`config.mk`:
```
export PLATFORM = sky130hd
export DESIGN_NAME = bcp_host_loader
export DESIGN_NICKNAME = d
export VERILOG_FILES = /design/src/rtl/bcp_host_loader.sv
export SDC_FILE = /design/constraint.sdc
export NUM_CORES = 1
export LEC_CHECK = 0
export CORE_MARGIN = 2
export CORE_UTILIZATION = 45
export CTS_BUF_LIST = sky130_fd_sc_hd__clkbuf_4
export DETAILED_ROUTE_END_ITERATION = 6
export PLACE_DENSITY = 0.86
export SYNTH_ARGS = -nofsm -noshare
export SYNTH_HDL_FRONTEND = slang
export SYNTH_SLANG_ARGS = --single-unit
```
`constraint.sdc`:
```
create_clock -name clk -period 3.42 [get_ports clk]
set_input_delay 0.684 -clock clk [delete_from_list [all_inputs] [get_ports clk]]
set_output_delay 0.684 -clock clk [all_outputs]
set_load 0.005 [all_outputs]
```
`src/rtl/bcp_host_loader.sv`:
```
// bcp_host_loader: host-side sequencer that turns host streams into the
// BCP core port protocol (CLQ node load, header load, unit clauses, drain).
//
// Ports:
//   clk, rst_n            clock, async active-low reset
//   start, num_uc         run request; unit-clause budget sampled on start
//   host_node/_valid/_ready  CLQ node stream from host
//   host_hdr/_valid/_ready   dummy-pointer header stream from host
//   host_uc/_valid/_ready    unit-clause stream from host
//   halt                  core halt (low only in RUN)
//   node_in/_valid, change_eng   registered CLQ load to core
//   dummy_ptr/_valid      registered header load to core
//   mem2uca/_valid/_done  one-cycle unit-clause issue to core
//   stall, conflict       core idle/awaiting clause, core conflict
//   mstack_pop/_empty/_lit  model stack (first-word fall-through)
//   res_lit/_valid/_ready   back-pressured result stream
//   busy, done, conflict_flag, uc_cnt  status
// Optional macro BCP_LOADER_PERF_EN adds load_cycles, run_cycles,
// stall_cycles and res_count (saturating, cleared on start).

module bcp_host_loader #(
  parameter int NUM_ENGINE        = 4,
  parameter int CLAUSE_PER_ENGINE = 64,
  parameter int LIT_IDX_MAX       = 100,
  parameter int NODE_W            = 64,
  parameter int PTR_W             = 16,
  parameter int LIT_W             = 8,
  parameter int CNT_W             = 16
) (
  input  logic              clk,
  input  logic              rst_n,
  input  logic              start,
  input  logic [CNT_W-1:0]  num_uc,
  input  logic [NODE_W-1:0] host_node,
  input  logic              host_node_valid,
  output logic              host_node_ready,
  input  logic [PTR_W-1:0]  host_hdr,
  input  logic              host_hdr_valid,
  output logic              host_hdr_ready,
  input  logic [LIT_W-1:0]  host_uc,
  input  logic              host_uc_valid,
  output logic              host_uc_ready,
  output logic              halt,
  output logic [NODE_W-1:0] node_in,
  output logic              node_in_valid,
  output logic              change_eng,
  output logic [PTR_W-1:0]  dummy_ptr,
  output logic              dummy_ptr_valid,
  output logic [LIT_W-1:0]  mem2uca,
  output logic              mem2uca_valid,
  output logic              mem2uca_done,
  input  logic              stall,
  input  logic              conflict,
  output logic              mstack_pop,
  input  logic              mstack_empty,
  input  logic [LIT_W-1:0]  mstack_lit,
  output logic [LIT_W-1:0]  res_lit,
  output logic              res_valid,
  input  logic              res_ready,
  output logic              busy,
  output logic              done,
  output logic              conflict_flag,
`ifdef BCP_LOADER_PERF_EN
  output logic [CNT_W-1:0]  load_cycles,
  output logic [CNT_W-1:0]  run_cycles,
  output logic [CNT_W-1:0]  stall_cycles,
  output logic [CNT_W-1:0]  res_count,
`endif
  output logic [CNT_W-1:0]  uc_cnt
);

  localparam int NODE_TOT = NUM_ENGINE * CLAUSE_PER_ENGINE;
  localparam int HDR_TOT  = NUM_ENGINE * (2 * LIT_IDX_MAX + 1);
  localparam int NCW = $clog2(NODE_TOT + 1);
  localparam int HCW = $clog2(HDR_TOT + 1);
  localparam int ECW =
    (CLAUSE_PER_ENGINE > 1) ? $clog2(CLAUSE_PER_ENGINE) : 1;
  localparam logic [NCW-1:0] NODE_END = NCW'(NODE_TOT);
  localparam logic [HCW-1:0] HDR_END  = HCW'(HDR_TOT);
  localparam logic [ECW-1:0] ENG_END  = ECW'(CLAUSE_PER_ENGINE - 1);

  typedef enum logic [2:0] {
    S_IDLE, S_LOAD, S_ARM, S_RUN, S_DRAIN, S_DONE
  } state_t;

  state_t            state_q;
  logic [CNT_W-1:0]  num_uc_q;
  logic [NCW-1:0]    node_cnt_q;
  logic [HCW-1:0]    hdr_cnt_q;
  logic [ECW-1:0]    eng_idx_q;
  logic [NODE_W-1:0] node_q;
  logic              node_vld_q;
  logic              chg_q;
  logic [PTR_W-1:0]  ptr_q;
  logic              ptr_vld_q;
  logic              halt_q;
  logic              stall_q;
  logic              uc_pend_q;
  logic              uc_old_q;
  logic [LIT_W-1:0]  uca_q;
  logic              uca_vld_q;
  logic [CNT_W-1:0]  uc_cnt_q;
  logic [CNT_W-1:0]  uc_cnt_d;
  logic [LIT_W-1:0]  res_q;
  logic              res_vld_q;
  logic              busy_q;
  logic              done_q;
  logic              cflag_q;

  logic node_hs, hdr_hs, uc_hs;
  logic stall_rise, uc_settled;

  function automatic logic [CNT_W-1:0] sat_inc(
    input logic [CNT_W-1:0] v
  );
    return (&v) ? v : v + 1'b1;
  endfunction

  assign host_node_ready =
    (state_q == S_LOAD) && (node_cnt_q != NODE_END);
  assign host_hdr_ready =
    (state_q == S_LOAD) && (hdr_cnt_q != HDR_END);
  // Unit clauses are only requested with budget left and no conflict
  // in flight, so a conflict never lets one more clause slip through.
  assign host_uc_ready =
    (state_q == S_RUN) && uc_pend_q && host_uc_valid &&
    !conflict && (uc_cnt_q != num_uc_q);

  assign node_hs = host_node_valid && host_node_ready;
  assign hdr_hs  = host_hdr_valid && host_hdr_ready;
  assign uc_hs   = host_uc_ready;
  assign uc_cnt_d = sat_inc(uc_cnt_q);

  assign stall_rise = stall && !stall_q;
  // The core needs two cycles after an issue before its stall reflects
  // the new clause; only then is a high stall a genuine "finished".
  assign uc_settled =
    (uc_cnt_q == num_uc_q) && stall && !uca_vld_q && !uc_old_q;

  assign mstack_pop =
    ((state_q == S_RUN) || (state_q == S_DRAIN)) &&
    !mstack_empty && (!res_vld_q || res_ready);

  always_ff @(posedge clk or negedge rst_n) begin
    if (!rst_n) begin
      state_q    <= S_IDLE;
      num_uc_q   <= '0;
      node_cnt_q <= '0;
      hdr_cnt_q  <= '0;
      eng_idx_q  <= '0;
      node_q     <= '0;
      node_vld_q <= 1'b0;
      chg_q      <= 1'b0;
      ptr_q      <= '0;
      ptr_vld_q  <= 1'b0;
      halt_q     <= 1'b1;
      stall_q    <= 1'b0;
      uc_pend_q  <= 1'b0;
      uc_old_q   <= 1'b0;
      uca_q      <= '0;
      uca_vld_q  <= 1'b0;
      uc_cnt_q   <= '0;
      res_q      <= '0;
      res_vld_q  <= 1'b0;
      busy_q     <= 1'b0;
      done_q     <= 1'b0;
      cflag_q    <= 1'b0;
    end else begin
      node_vld_q <= 1'b0;
      chg_q      <= 1'b0;
      ptr_vld_q  <= 1'b0;
      uca_vld_q  <= 1'b0;
      done_q     <= 1'b0;
      uc_old_q   <= uca_vld_q;
      // Cleared in ARM so a core already stalled at release still
      // counts as a fresh request for the first clause.
      stall_q <= (state_q == S_ARM) ? 1'b0 : stall;

      if (mstack_pop) begin
        res_q     <= mstack_lit;
        res_vld_q <= 1'b1;
      end else if (res_ready) begin
        res_vld_q <= 1'b0;
      end

      unique case (state_q)
        S_IDLE: begin
          if (start) begin
            num_uc_q   <= num_uc;
            node_cnt_q <= '0;
            hdr_cnt_q  <= '0;
            eng_idx_q  <= '0;
            uc_cnt_q   <= '0;
            uc_pend_q  <= 1'b0;
            cflag_q    <= 1'b0;
            busy_q     <= 1'b1;
            state_q    <= S_LOAD;
          end
        end
        S_LOAD: begin
          if (node_hs) begin
            node_q     <= host_node;
            node_vld_q <= 1'b1;
            chg_q      <= (node_cnt_q != '0) && (eng_idx_q == '0);
            node_cnt_q <= node_cnt_q + 1'b1;
            eng_idx_q  <=
              (eng_idx_q == ENG_END) ? '0 : eng_idx_q + 1'b1;
          end
          if (hdr_hs) begin
            ptr_q     <= host_hdr;
            ptr_vld_q <= 1'b1;
            hdr_cnt_q <= hdr_cnt_q + 1'b1;
          end
          if (node_cnt_q == NODE_END && hdr_cnt_q == HDR_END)
            state_q <= S_ARM;
        end
        S_ARM: begin
          halt_q  <= 1'b0;
          state_q <= S_RUN;
        end
        S_RUN: begin
          if (stall_rise)
            uc_pend_q <= 1'b1;
          else if (uc_hs)
            uc_pend_q <= 1'b0;
          if (uc_hs) begin
            uca_q     <= host_uc;
            uca_vld_q <= 1'b1;
            uc_cnt_q  <= uc_cnt_d;
          end
          if (conflict) begin
            cflag_q <= 1'b1;
            halt_q  <= 1'b1;
            state_q <= S_DRAIN;
          end else if (num_uc_q == '0 || uc_settled) begin
            halt_q  <= 1'b1;
            state_q <= S_DRAIN;
          end
        end
        S_DRAIN: begin
          if (mstack_empty && !res_vld_q) begin
            done_q  <= 1'b1;
            state_q <= S_DONE;
          end
        end
        S_DONE: begin
          busy_q  <= 1'b0;
          state_q <= S_IDLE;
        end
        default: state_q <= S_IDLE;
      endcase
    end
  end

`ifdef BCP_LOADER_PERF_EN
  logic [CNT_W-1:0] load_q, run_q, stl_q, resc_q;

  always_ff @(posedge clk or negedge rst_n) begin
    if (!rst_n) begin
      load_q <= '0;
      run_q  <= '0;
      stl_q  <= '0;
      resc_q <= '0;
    end else if (state_q == S_IDLE && start) begin
      load_q <= '0;
      run_q  <= '0;
      stl_q  <= '0;
      resc_q <= '0;
    end else begin
      if (state_q == S_LOAD) load_q <= sat_inc(load_q);
      if (state_q == S_RUN) run_q <= sat_inc(run_q);
      if (state_q == S_RUN && stall) stl_q <= sat_inc(stl_q);
      if (res_vld_q && res_ready) resc_q <= sat_inc(resc_q);
    end
  end

  assign load_cycles  = load_q;
  assign run_cycles   = run_q;
  assign stall_cycles = stl_q;
  assign res_count    = resc_q;
`endif

  assign halt            = halt_q;
  assign node_in         = node_q;
  assign node_in_valid   = node_vld_q;
  assign change_eng      = chg_q;
  assign dummy_ptr       = ptr_q;
  assign dummy_ptr_valid = ptr_vld_q;
  assign mem2uca         = uca_q;
  assign mem2uca_valid   = uca_vld_q;
  assign mem2uca_done    = uca_vld_q;
  assign res_lit         = res_q;
  assign res_valid       = res_vld_q;
  assign busy            = busy_q;
  assign done            = done_q;
  assign conflict_flag   = cflag_q;
  assign uc_cnt          = uc_cnt_q;

endmodule

```
==> impl_metrics.prom, run 1 <==
# TYPE chip_impl_metric gauge
chip_impl_info{name="worst_setup_path_end_kind",value="output pin"} 1
chip_impl_metric{name="critical_path_arrival",unit="ns"} 2.53
chip_impl_metric{name="cts_post_setup_buffers_inserted",unit=""} 0
chip_impl_metric{name="synth_sequential_area_ratio",unit="%"} 57.7
chip_impl_metric{name="ctsHoldBuffers",unit=""} 0
chip_impl_metric{name="placementRows",unit=""} 46
chip_impl_metric{name="average_instance_area_after_synthesis",unit="um2"} 11.2
chip_impl_info{name="rsz_0062_raised_after_global_routing",value="no"} 1
chip_impl_info{name="outcome",value="finished, final reports clean"} 1
chip_impl_metric{name="netlist_area",unit="um2"} 7290
chip_impl_metric{name="chipHeight",unit="um"} 131
chip_impl_metric{name="synth.top_cell.area_share",unit="%"} 57.3
chip_impl_metric{name="final-setup-viol-count",unit=""} 0
chip_impl_metric{name="finalSetupTns",unit="ns"} 0
chip_impl_metric{name="p_per_cell_area",unit="nW/um2"} 744
chip_impl_metric{name="finish.net_count",unit=""} 1028
chip_impl_metric{name="instances_no_fill",unit=""} 1129
chip_impl_metric{name="core-area",unit="um2"} 15800
chip_impl_metric{name="drtAntennaViolNets",unit=""} 0
chip_impl_metric{name="power.ir.vdd_worst",unit="V"} 0.000482
chip_impl_info{name="synth-main-ff-cell",value="dfrtp_1"} 1
chip_impl_info{name="clock-root-buffer",value="clkbuf_4"} 1
chip_impl_metric{name="setup_ws",unit="ns"} 0.208
chip_impl_metric{name="detail_route.vias_per_cell",unit=""} 5.05
chip_impl_metric{name="post-route-util",unit="%"} 65.2
chip_impl_metric{name="grt_first_pass_wirelength",unit="mm"} 30.0
chip_impl_metric{name="die_x",unit="um"} 131
chip_impl_metric{name="cts.sinks",unit=""} 168
chip_impl_metric{name="ys_seq_elements",unit=""} 168
chip_impl_metric{name="synth_warnings",unit=""} 0
chip_impl_metric{name="final-hold-violation-count",unit=""} 0
chip_impl_metric{name="total_leakage_power",unit="nW"} 4.54
chip_impl_info{name="post-synth-top-count-cell",value="dfrtp_1"} 1
chip_impl_metric{name="fin_worst_hold_slack",unit="ns"} 0.114
chip_impl_metric{name="number_of_remaining_drc_errors",unit=""} 0
chip_impl_info{name="tritoncts_clock_tree",value="built"} 1
chip_impl_metric{name="drt_iter0_markers",unit=""} 299
chip_impl_metric{name="detailroute.via_count",unit=""} 5700
chip_impl_metric{name="routed_len_inst",unit="um"} 15.9
chip_impl_metric{name="synth_enable_flop_cells",unit=""} 0
chip_impl_metric{name="globalRouteTotalUtil",unit="%"} 21.6
chip_impl_metric{name="drv.max_cap_violation_count",unit=""} 0
chip_impl_metric{name="path_max_fanout",unit=""} 12
chip_impl_metric{name="total_gr_overflow",unit=""} 0
chip_impl_metric{name="post-route-min-period",unit="ns"} 3.21
chip_impl_metric{name="dpl.cell_count",unit=""} 1096
chip_impl_metric{name="syn2layout_area_growth",unit="%"} 41.6
chip_impl_info{name="criticalPathCategory",value="register to output pin"} 1
chip_impl_metric{name="slew_headroom",unit="%"} 54.2
chip_impl_metric{name="synth.net_count",unit=""} 779
chip_impl_metric{name="clock_insertion_delay_worst_skew",unit="ns"} 0.56
chip_impl_info{name="hold_path_class",value="input pin to async pin"} 1
chip_impl_info{name="synth_commonest_cells",value="167 x dfrtp_1, 151 x nand2_1, 62 x mux2_2"} 1
chip_impl_metric{name="timing.final.max_slew_violations",unit=""} 0
chip_impl_info{name="startpoint_type",value="register"} 1
chip_impl_metric{name="ios",unit=""} 248
chip_impl_metric{name="drt-total-wl",unit="mm"} 17.9
chip_impl_metric{name="clk_pin_slew_worst_paths",unit="ns"} 0.15
chip_impl_metric{name="worst-slew-pin-transition",unit="ns"} 0.687
chip_impl_metric{name="drt-pass1-iter-count",unit=""} 4
chip_impl_metric{name="floorplan.initialDensity",unit="%"} 46.0
chip_impl_metric{name="cts_buffers",unit=""} 17
chip_impl_metric{name="final_layout_size_suffix_gt1_share",unit="%"} 14.6
chip_impl_metric{name="dieArea",unit="um2"} 17200
chip_impl_metric{name="initial_antenna_violation_count",unit=""} 1
chip_impl_metric{name="finalClockSkew",unit="ns"} 0.0313
chip_impl_metric{name="asyncSetResetFlopFracSynth",unit="%"} 100
chip_impl_metric{name="final_wtd_congestion",unit=""} 0.904
chip_impl_info{name="netlist_top_cells_area",value="dfrtp_1 57%, mux2_2 9.6%, nand2_1 7.8%"} 1
chip_impl_metric{name="final.period_utilization",unit="%"} 93.9
chip_impl_metric{name="first_global_vias",unit=""} 6050
chip_impl_metric{name="post-place-ws",unit="ns"} 0.448
chip_impl_metric{name="cts_buffer_depth",unit=""} 2
chip_impl_metric{name="post_synthesis_cell_count",unit=""} 650
chip_impl_metric{name="maxClockFrequency",unit="MHz"} 311
chip_impl_info{name="synth_top_cell_by_area",value="dfrtp_1"} 1
chip_impl_metric{name="post_synth_num_cell_types",unit=""} 55
chip_impl_metric{name="grt_start_max_net_pins",unit=""} 76
chip_impl_metric{name="port_buffers",unit=""} 247
chip_impl_metric{name="crit_path_required_time",unit="ns"} 2.74
chip_impl_metric{name="htree_num_levels",unit=""} 4
chip_impl_metric{name="dp_hpwl",unit="mm"} 13.3
==> cells by family (layout without fill, tap and decap cells) <==
| family | Yosys count | in the layout | share of synthesized area, % |
|---|---|---|---|
| muxes | 77 | 77 | 12.4 |
| DFF | 168 | 168 | 57.7 |
| adders and majority gates | 7 | 7 | 1.20 |
| xor gates and xnor gates | 35 | 35 | 4.21 |
| buffers and inverters | 49 | 311 | 3.23 |
| AOI/OAI and AO/OA | 46 | 46 | 4.28 |
| other | 0 | 1 | 0 |
| and+or+nand+nor | 268 | 268 | 17.0 |
==> through the flow <==
step                      power (mW)  cell area (um2)
final                           7.67            10300
after detailed placement        6.56            10000
after global placement          6.44            10000
after CTS                       7.75            10300
after global routing            8.20            10300
after floorplan                 4.73             7290
==> placed cells by master (no fill, tap or decap), types with 6 or more instances in the layout <==
master and count:
nor2_1 37, nand3_1 16, o21ai_0 11, a21oi_1 10, xnor2_1 23, nor4_1 7
xor2_1 12, dfrtp_1 167, inv_1 19, clkbuf_4 18, buf_4 10, ha_1 7
inv_6 6, o31ai_1 7, nand4_1 14, nand2_1 151, mux2_2 62, clkdlybuf4s50_1 246
mux2_4 10
==> layout make-up <==
cell class              instances  area [um2]
flip-flops and latches        168        4210
multi-input cells             433        2890
clock inverters                14         151
well taps                     216         270
diodes                          1        2.50
repair buffers                259        2590
clock buffers                  18         135
fillers                      1222        5510
inverters                      20        75.1
==> power breakdown <==
part	internal, mW	switching, mW	leakage [nW]	total, mW
clock	0.404	0.759	0.153	1.16
combinational	2.02	1.24	2.27	3.26
sequential	2.73	0.513	2.12	3.25
==> sequential cells by signal, indices dropped and copies added (netlist names), 3 cells and up <==
| register | count |
|---|---|
| num_uc_q | 16 |
| hdr_cnt_q | 10 |
| node_in | 64 |
| mem2uca | 8 |
| res_lit | 8 |
| uc_cnt | 16 |
| state_q | 3 |
| eng_idx_q | 6 |
| dummy_ptr | 16 |
| node_cnt_q | 9 |
==> critical path, stage by stage, from the launching register on <==
cell             delay (ns)
dfrtp_1                0.56
nand3b_4               0.25
nor2_1                 0.24
nand3_1                0.13
or2_1                  0.25
inv_2                  0.07
clkdlybuf4s50_1        0.49
==> layer usage <==
| layer | wire length, um | global-route usage, % | up-vias | share of wire, % |
|---|---|---|---|---|
| li1 | - | - | 2703 | - |
| met1 | 7160 | 25.1 | 2783 | 40 |
| met3 | 1510 | 8.45 | 17 | 8.4 |
| met5 | 0 | 0 | - | 0 |
| met2 | 9080 | 37.1 | 197 | 51 |
| met4 | 191 | 5.98 | 0 | 1.1 |
==> repair_timing <==
action | 4_1_cts | 5_1_grt
gates resized for setup | 0 | 4
hold endpoints to repair | 0 | 0
setup endpoints to repair | 0 | 2
==> final timing paths <==
check                           startpoint            end  cells past startpoint  slack (ns)
worst max-delay path            state_q[2]  host_uc_ready                      6        0.21
worst min-delay path                 rst_n      uc_pend_q                      1        0.11
worst max register to register  state_q[2]      uc_cnt[8]                      7        1.07
worst min register to register     stall_q      uc_pend_q                      1        0.44
max in group asynchronous            rst_n  node_cnt_q[3]                      2        2.44
min in group clk                   stall_q      uc_pend_q                      1        0.44
(Power assumes the default switching activity.)
==> inputs of run 2 (changes only) <==
RECOVER_POWER = 50   (was default)
REMOVE_ABC_BUFFERS = 1   (was default)
==> impl_metrics.prom, run 2 (synthesis gave the netlist of run 1 again) <==
# TYPE chip_impl_metric gauge
chip_impl_info{name="outcome",value="finished with violations"} 1
chip_impl_info{name="violations_in_the_final_reports",value="max-capacitance violations, max-slew violations"} 1
chip_impl_metric{name="clk_pin_slew_worst_paths",unit="ns"} 0.14
chip_impl_metric{name="final_wtd_congestion",unit=""} 0.839
chip_impl_metric{name="final_layout_size_suffix_gt1_share",unit="%"} 13.8
chip_impl_metric{name="crit_path_required_time",unit="ns"} 2.74
chip_impl_metric{name="multi_input_area",unit="um2"} 2850
chip_impl_metric{name="finalClockSkew",unit="ns"} 0.0215
chip_impl_metric{name="path_max_fanout",unit=""} 5
chip_impl_metric{name="maxClockFrequency",unit="MHz"} 317
chip_impl_metric{name="detail_route.vias_per_cell",unit=""} 5.14
chip_impl_metric{name="worst-path-buf-inv",unit=""} 2
chip_impl_metric{name="core-area",unit="um2"} 15800
chip_impl_info{name="timing.critical_path.max_delay_family",value="simple AND/OR/NAND/NOR gates"} 1
chip_impl_metric{name="filler_cell_count",unit=""} 1211
chip_impl_metric{name="total_leakage_power",unit="nW"} 4.56
chip_impl_metric{name="grt_start_max_net_pins",unit=""} 83
chip_impl_metric{name="timing.critical_path.slowest_cell_delay",unit="ns"} 0.55
chip_impl_metric{name="drt-total-wl",unit="mm"} 18.8
chip_impl_metric{name="floorplan.initialDensity",unit="%"} 46.0
chip_impl_info{name="worst_setup_path_end_kind",value="output pin"} 1
chip_impl_metric{name="p_per_cell_area",unit="nW/um2"} 764
chip_impl_metric{name="finish.net_count",unit=""} 1031
chip_impl_info{name="regToRegStartpoint",value="state_q[0]"} 1
chip_impl_info{name="setup.worst_path.start",value="node_cnt_q[0]"} 1
chip_impl_metric{name="final.period_utilization",unit="%"} 92.3
chip_impl_metric{name="globalRouteTotalUtil",unit="%"} 22.2
chip_impl_info{name="clock-root-buffer",value="clkbuf_4"} 1
chip_impl_metric{name="chipHeight",unit="um"} 131
chip_impl_info{name="criticalPathCategory",value="register to output pin"} 1
chip_impl_metric{name="reg2reg_slack",unit="ns"} 0.58
chip_impl_metric{name="port_buffers",unit=""} 247
chip_impl_metric{name="routed_len_inst",unit="um"} 16.6
chip_impl_metric{name="slew_headroom",unit="%"} -34.9
chip_impl_info{name="startpoint_type",value="register"} 1
chip_impl_metric{name="cts_buffer_depth",unit=""} 2
chip_impl_metric{name="final_design_area_no_fill",unit="um2"} 10300
chip_impl_info{name="hold_path_class",value="register to register"} 1
chip_impl_info{name="ordered_cell_list_for_the_critical_path",value="inv_1 -> ha_1 -> or4b_1 -> nor4_4 -> a21oi_1 -> dlymetal6s2s_1"} 1
chip_impl_info{name="crit-reg2reg-capture",value="node_in[6]"} 1
chip_impl_metric{name="htree_num_levels",unit=""} 4
chip_impl_metric{name="dieArea",unit="um2"} 17200
chip_impl_metric{name="critical_path_arrival",unit="ns"} 2.47
chip_impl_metric{name="finalSetupTns",unit="ns"} 0
chip_impl_metric{name="total_gr_overflow",unit=""} 0
chip_impl_metric{name="cts_buffers",unit=""} 17
chip_impl_metric{name="reg2reg_depth",unit=""} 4
chip_impl_metric{name="largest_register_ffs",unit=""} 64
chip_impl_metric{name="timing.hold.worst_path_depth",unit=""} 1
chip_impl_metric{name="cts.sinks",unit=""} 168
chip_impl_metric{name="worst-slew-pin-transition",unit="ns"} 2.02
chip_impl_metric{name="post-route-min-period",unit="ns"} 3.16
chip_impl_metric{name="dpl-instance-area",unit="um2"} 10000
chip_impl_info{name="cpMaxStageDelayCell",value="or4b_1"} 1
chip_impl_metric{name="clock_insertion_delay_worst_skew",unit="ns"} 0.57
chip_impl_metric{name="die_x",unit="um"} 131
chip_impl_metric{name="drtAntennaViolNets",unit=""} 0
chip_impl_metric{name="drv.max_cap_violation_count",unit=""} 2
chip_impl_info{name="leading_cell_types_in_the_layout_fill_and_taps_excluded",value="245 x clkdlybuf4s50_1, 166 x dfrtp_1, 151 x nand2_1"} 1
chip_impl_metric{name="dp_hpwl",unit="mm"} 13.7
chip_impl_metric{name="timing.final.max_slew_violations",unit=""} 114
chip_impl_metric{name="first_global_vias",unit=""} 6111
chip_impl_metric{name="initial_antenna_violation_count",unit=""} 1
chip_impl_metric{name="number_of_remaining_drc_errors",unit=""} 0
chip_impl_metric{name="ff_latch_area",unit="um2"} 4210
chip_impl_metric{name="final-hold-violation-count",unit=""} 0
chip_impl_info{name="final_common_cell",value="clkdlybuf4s50_1"} 1
chip_impl_metric{name="drt_iter0_markers",unit=""} 313
chip_impl_metric{name="placementRows",unit=""} 46
chip_impl_metric{name="syn2layout_area_growth",unit="%"} 41.5
chip_impl_info{name="rsz_0062_raised_after_global_routing",value="no"} 1
chip_impl_info{name="timing.hold.worst_endpoint",value="uc_pend_q"} 1
chip_impl_metric{name="final-setup-viol-count",unit=""} 0
chip_impl_metric{name="grt_first_pass_wirelength",unit="mm"} 30.8
chip_impl_metric{name="power.ir.vdd_worst",unit="V"} 0.000473
chip_impl_info{name="hp-start",value="stall_q"} 1
chip_impl_info{name="tritoncts_clock_tree",value="built"} 1
chip_impl_metric{name="detailroute.via_count",unit=""} 5819
chip_impl_metric{name="ios",unit=""} 248
chip_impl_metric{name="drt-pass1-iter-count",unit=""} 5
-- run 2: worst max-delay path by stage --
stage	endpoint	slack, ns	depth (start not counted)
floorplan	node_cnt_q[7]	0.06	8
CTS	host_node_ready	0.02	6
detailed placement	host_uc_ready	0.55	6
finish	host_node_ready	0.26	6
global placement	host_uc_ready	0.57	6
global route	node_cnt_q[0]	0.08	2
-- run 2: final cells by class --
type                            count  share of cell area (%)
Inverter                           20                   0.728
Clock buffer                       18                    1.31
Sequential cell                   168                    40.8
Timing Repair Buffer              262                    24.9
Tap cell                          216                    2.62
Multi-Input combinational cell    433                    27.7
Clock inverter                     14                    1.92
Antenna cell                        1                  0.0243
-- run 2: stage by stage --
step / hold slack [ns] / utilization, % / setup WS, ns / total power, mW / std cells
floorplan: 0.388 / - / 0.0605 / 4.67 / 621
global placement: 0.425 / 63.2 / 0.574 / 6.49 / 1097
detailed placement: 0.435 / 63.2 / 0.551 / 6.61 / 1097
CTS: 0.138 / 65.3 / 0.0186 / 7.96 / 1129
global route: 0.485 / 65.1 / 0.0809 / 8.37 / 1132
finish: 0.455 / 65.1 / 0.263 / 7.88 / 1132
-- run 2: what timing repair did --
action / 4_1_cts / 5_1_grt
buffers inserted: 0 / 2
gates resized for setup: 0 / 5
endpoints found under the setup margin: 0 / 1
hold buffers: 0 / 0
-- run 2: power breakdown --
group	total [mW]	internal [mW]	switching, mW
logic	3.29	2.02	1.27
clock network	1.33	0.597	0.731
registers	3.26	2.74	0.529
total	7.88	5.35	2.53
-- run 2: worst reg2reg max path, stage by stage (launching register included) --
cell	delay, ns
dfrtp_1	0.57
nor3b_2	0.41
o211a_1	0.77
clkbuf_2	0.60
mux2_2	0.40
-- run 2: layer usage --
metal	vias to the layer above	track usage, %	share of wire [%]
met5	-	0	0
met4	0	8.33	2.7
met3	39	8.45	8.9
met2	259	37.4	49
met1	2813	26.0	40
li1	2708	-	-
==> variant: new RTL, flow settings as in run 1 <==
The option `BCP_LOADER_PERF_EN` is turned on by a define.
--- a/src/rtl/bcp_host_loader.sv
+++ b/src/rtl/bcp_host_loader.sv
@@ -17,6 +17,8 @@
 //   busy, done, conflict_flag, uc_cnt  status
 // Optional macro BCP_LOADER_PERF_EN adds load_cycles, run_cycles,
 // stall_cycles and res_count (saturating, cleared on start).
+
+`define BCP_LOADER_PERF_EN
 
 module bcp_host_loader #(
   parameter int NUM_ENGINE        = 4,
Formal check against the unedited RTL (old outputs only; new: load_cycles, res_count, run_cycles and stall_cycles): equivalent (equiv_simple and equiv_induct, registers matched by name and starting in step).
==> variant against run 1 <==
Final area rose by 43%; wire length up 63%; power is 39% higher; worst setup slack worse by 16 ps; synthesized area rose by 43%; non-clock buffer count rose by 68; sequential share of layout area decreased by 1.3 points; first-iteration DRC count increased by 89%; sequential cell count rose by 64; via count up 62%; critical path depth decreased by 1; fmax decreased by 0.49%; core utilization decreased by 0.11 points; register-to-register slack worse by 300 ps.
==> variant: results (changes against run 1) <==
* Worst-path clk slew at 70 ps (was 150 ps)
* Slowest stage delay, CP at 470 ps (was 560 ps)
* GRT Util Overall at 24.0% (was 21.6%)
* Synth Area in XOR/XNOR at 6.23% (was 4.21%)
* H-Tree Depth at 3 (was 4)
* Yosys cell types at 58 (was 55)
* Largest net degree at the start of global routing at 102 (was 76)
* Mux cell area share after synthesis at 2.40% (was 12.4%)
* Max transition margin at 47.3% (was 54.2%)
* Crit-path slowest cell: nor4_4 (was dfrtp_1)
* Initial antenna violation count at 2 (was 1)
* Net count reported at finish at 1584 (was 1028)
* Max clock buf depth at 3 (was 2)
* Layout cell share with drive strength beyond 1 at 10.4% (was 14.6%)
* Peak supply drop at 0.452 mV (was 0.482 mV)
* Register area share after synthesis at 55.8% (was 57.7%)
* Post-synthesis adder-cell area fraction at 1.32% (was 1.20%)
* Status: completed (unchanged)
* First-pass GRT wire length at 46900 um (was 30000 um)
* Crit-path max FO at 7 (was 12)
* Vias in the first global route at 9306 (was 6050)
* Arrival @ worst endpoint at 2540 ps (was 2530 ps)
* Commonest cells in the synthesized netlist: 352 x nand2_1, 231 x dfrtp_1, 83 x nor2_1 (was 167 x dfrtp_1, 151 x nand2_1, 62 x mux2_2)
* FILL cells at 1817 (was 1222)
* Syn_nets at 1233 (was 779)
* Synth Area in Compound Gates at 5.93% (was 4.28%)
* Leak at 6.77 nW (was 4.54 nW)
* Wire length per cell at 16.4 um (was 15.9 um)
* Post-DP HPWL at 20800 um (was 13300 um)
* Worst skew pair latency at 660 ps (was 560 ps)
* Synth area leaders: dfrtp_1 56%, nand2_1 13%, xor2_1 3.2% (was dfrtp_1 57%, mux2_2 9.6%, nand2_1 7.8%)
* GP Congestion at 0.956 (was 0.904)
* # port buffers at 311 (was 247)
* Async set-reset flop share out of synthesis at 100% (unchanged)
* Total number of vias at 9247 (was 5700)
* Initial DRC count at 565 (was 299)
* Clock root buffer: clkbuf_4 (unchanged)
variant: final cells by class:
cell class                 count  area (um2)  area share [%]
antenna                        2        5.00          0.0340
clock buffer                  95         713            4.84
clock inverter                24         116           0.790
inverter                      17        63.8           0.433
multi-input combinational    807        4400            29.8
sequential                   232        5810            39.4
tap                          285         357            2.42
timing repair buffer         327        3270            22.2
variant: what timing repair did:
action                     CTS  global route
buffers inserted             1             0
gates resized for setup      4             3
setup endpoints to repair    1             3
hold endpoints to repair     0             0
pin swaps                    1             1
variant: metrics by stage:
| stage | area (um2) | std cells | setup slack, ps | hold WS (ps) |
|---|---|---|---|---|
| after floorplan | 10400 | 1100 | 1200 | 388 |
| after global placement | 13900 | 1667 | 606 | 428 |
| after detailed placement | 13900 | 1667 | 604 | 431 |
| after CTS | 14700 | 1787 | 45.2 | 92.3 |
| after global routing | 14700 | 1789 | 34.1 | 112 |
| final | 14700 | 1789 | 192 | 78.1 |
variant: final timing paths:
path / slack [ps] / endpoint / depth (start not counted) / from
min in group clk: 450 / uc_old_q / 0 / mem2uca_done
max reg2reg: 770 / uc_cnt[10] / 7 / uc_cnt[0]
max in group asynchronous: 2510 / halt / 2 / rst_n
min: 80 / node_in[50] / 1 / rst_n
min reg2reg: 450 / uc_old_q / 0 / mem2uca_done
max: 190 / host_uc_ready / 5 / uc_cnt[10]
variant: logic make-up (layout without fill, tap and decap cells):
logic type	count (synthesis)	after routing
flip-flops	232	232
other	0	2
AND/OR/NAND/NOR	601	601
multiplexers	23	23
XOR/XNOR	74	74
buffers and inverters	61	463
AO/OA/AOI/OAI	98	98
adder cells (fa/ha/maj)	11	11
variant: routing by layer:
metal  GRT usage [%]  share of wire (%)  up-vias
met5               0                  0        -
met4            10.2                3.4        0
met3            6.69                6.0       80
met2            39.7                 49      286
met1            29.6                 41     4447
li1                -                  -     4434
variant: worst max-delay path, delay by kind of cell (launching register included):
kind                   cells  cell delay, ps
AND/OR/NAND/NOR            3             770
buffers and inverters      1             470
flip-flops                 1             450
XOR/XNOR                   1             220
variant: report_power, final:
group          internal, mW  leakage (nW)  switching, mW  total [mW]
registers              3.59          3.02          0.658        4.25
logic                  2.06          3.25           1.81        3.86
clock network          1.36         0.503           1.18        2.54
total                  7.01          6.77           3.65        10.7
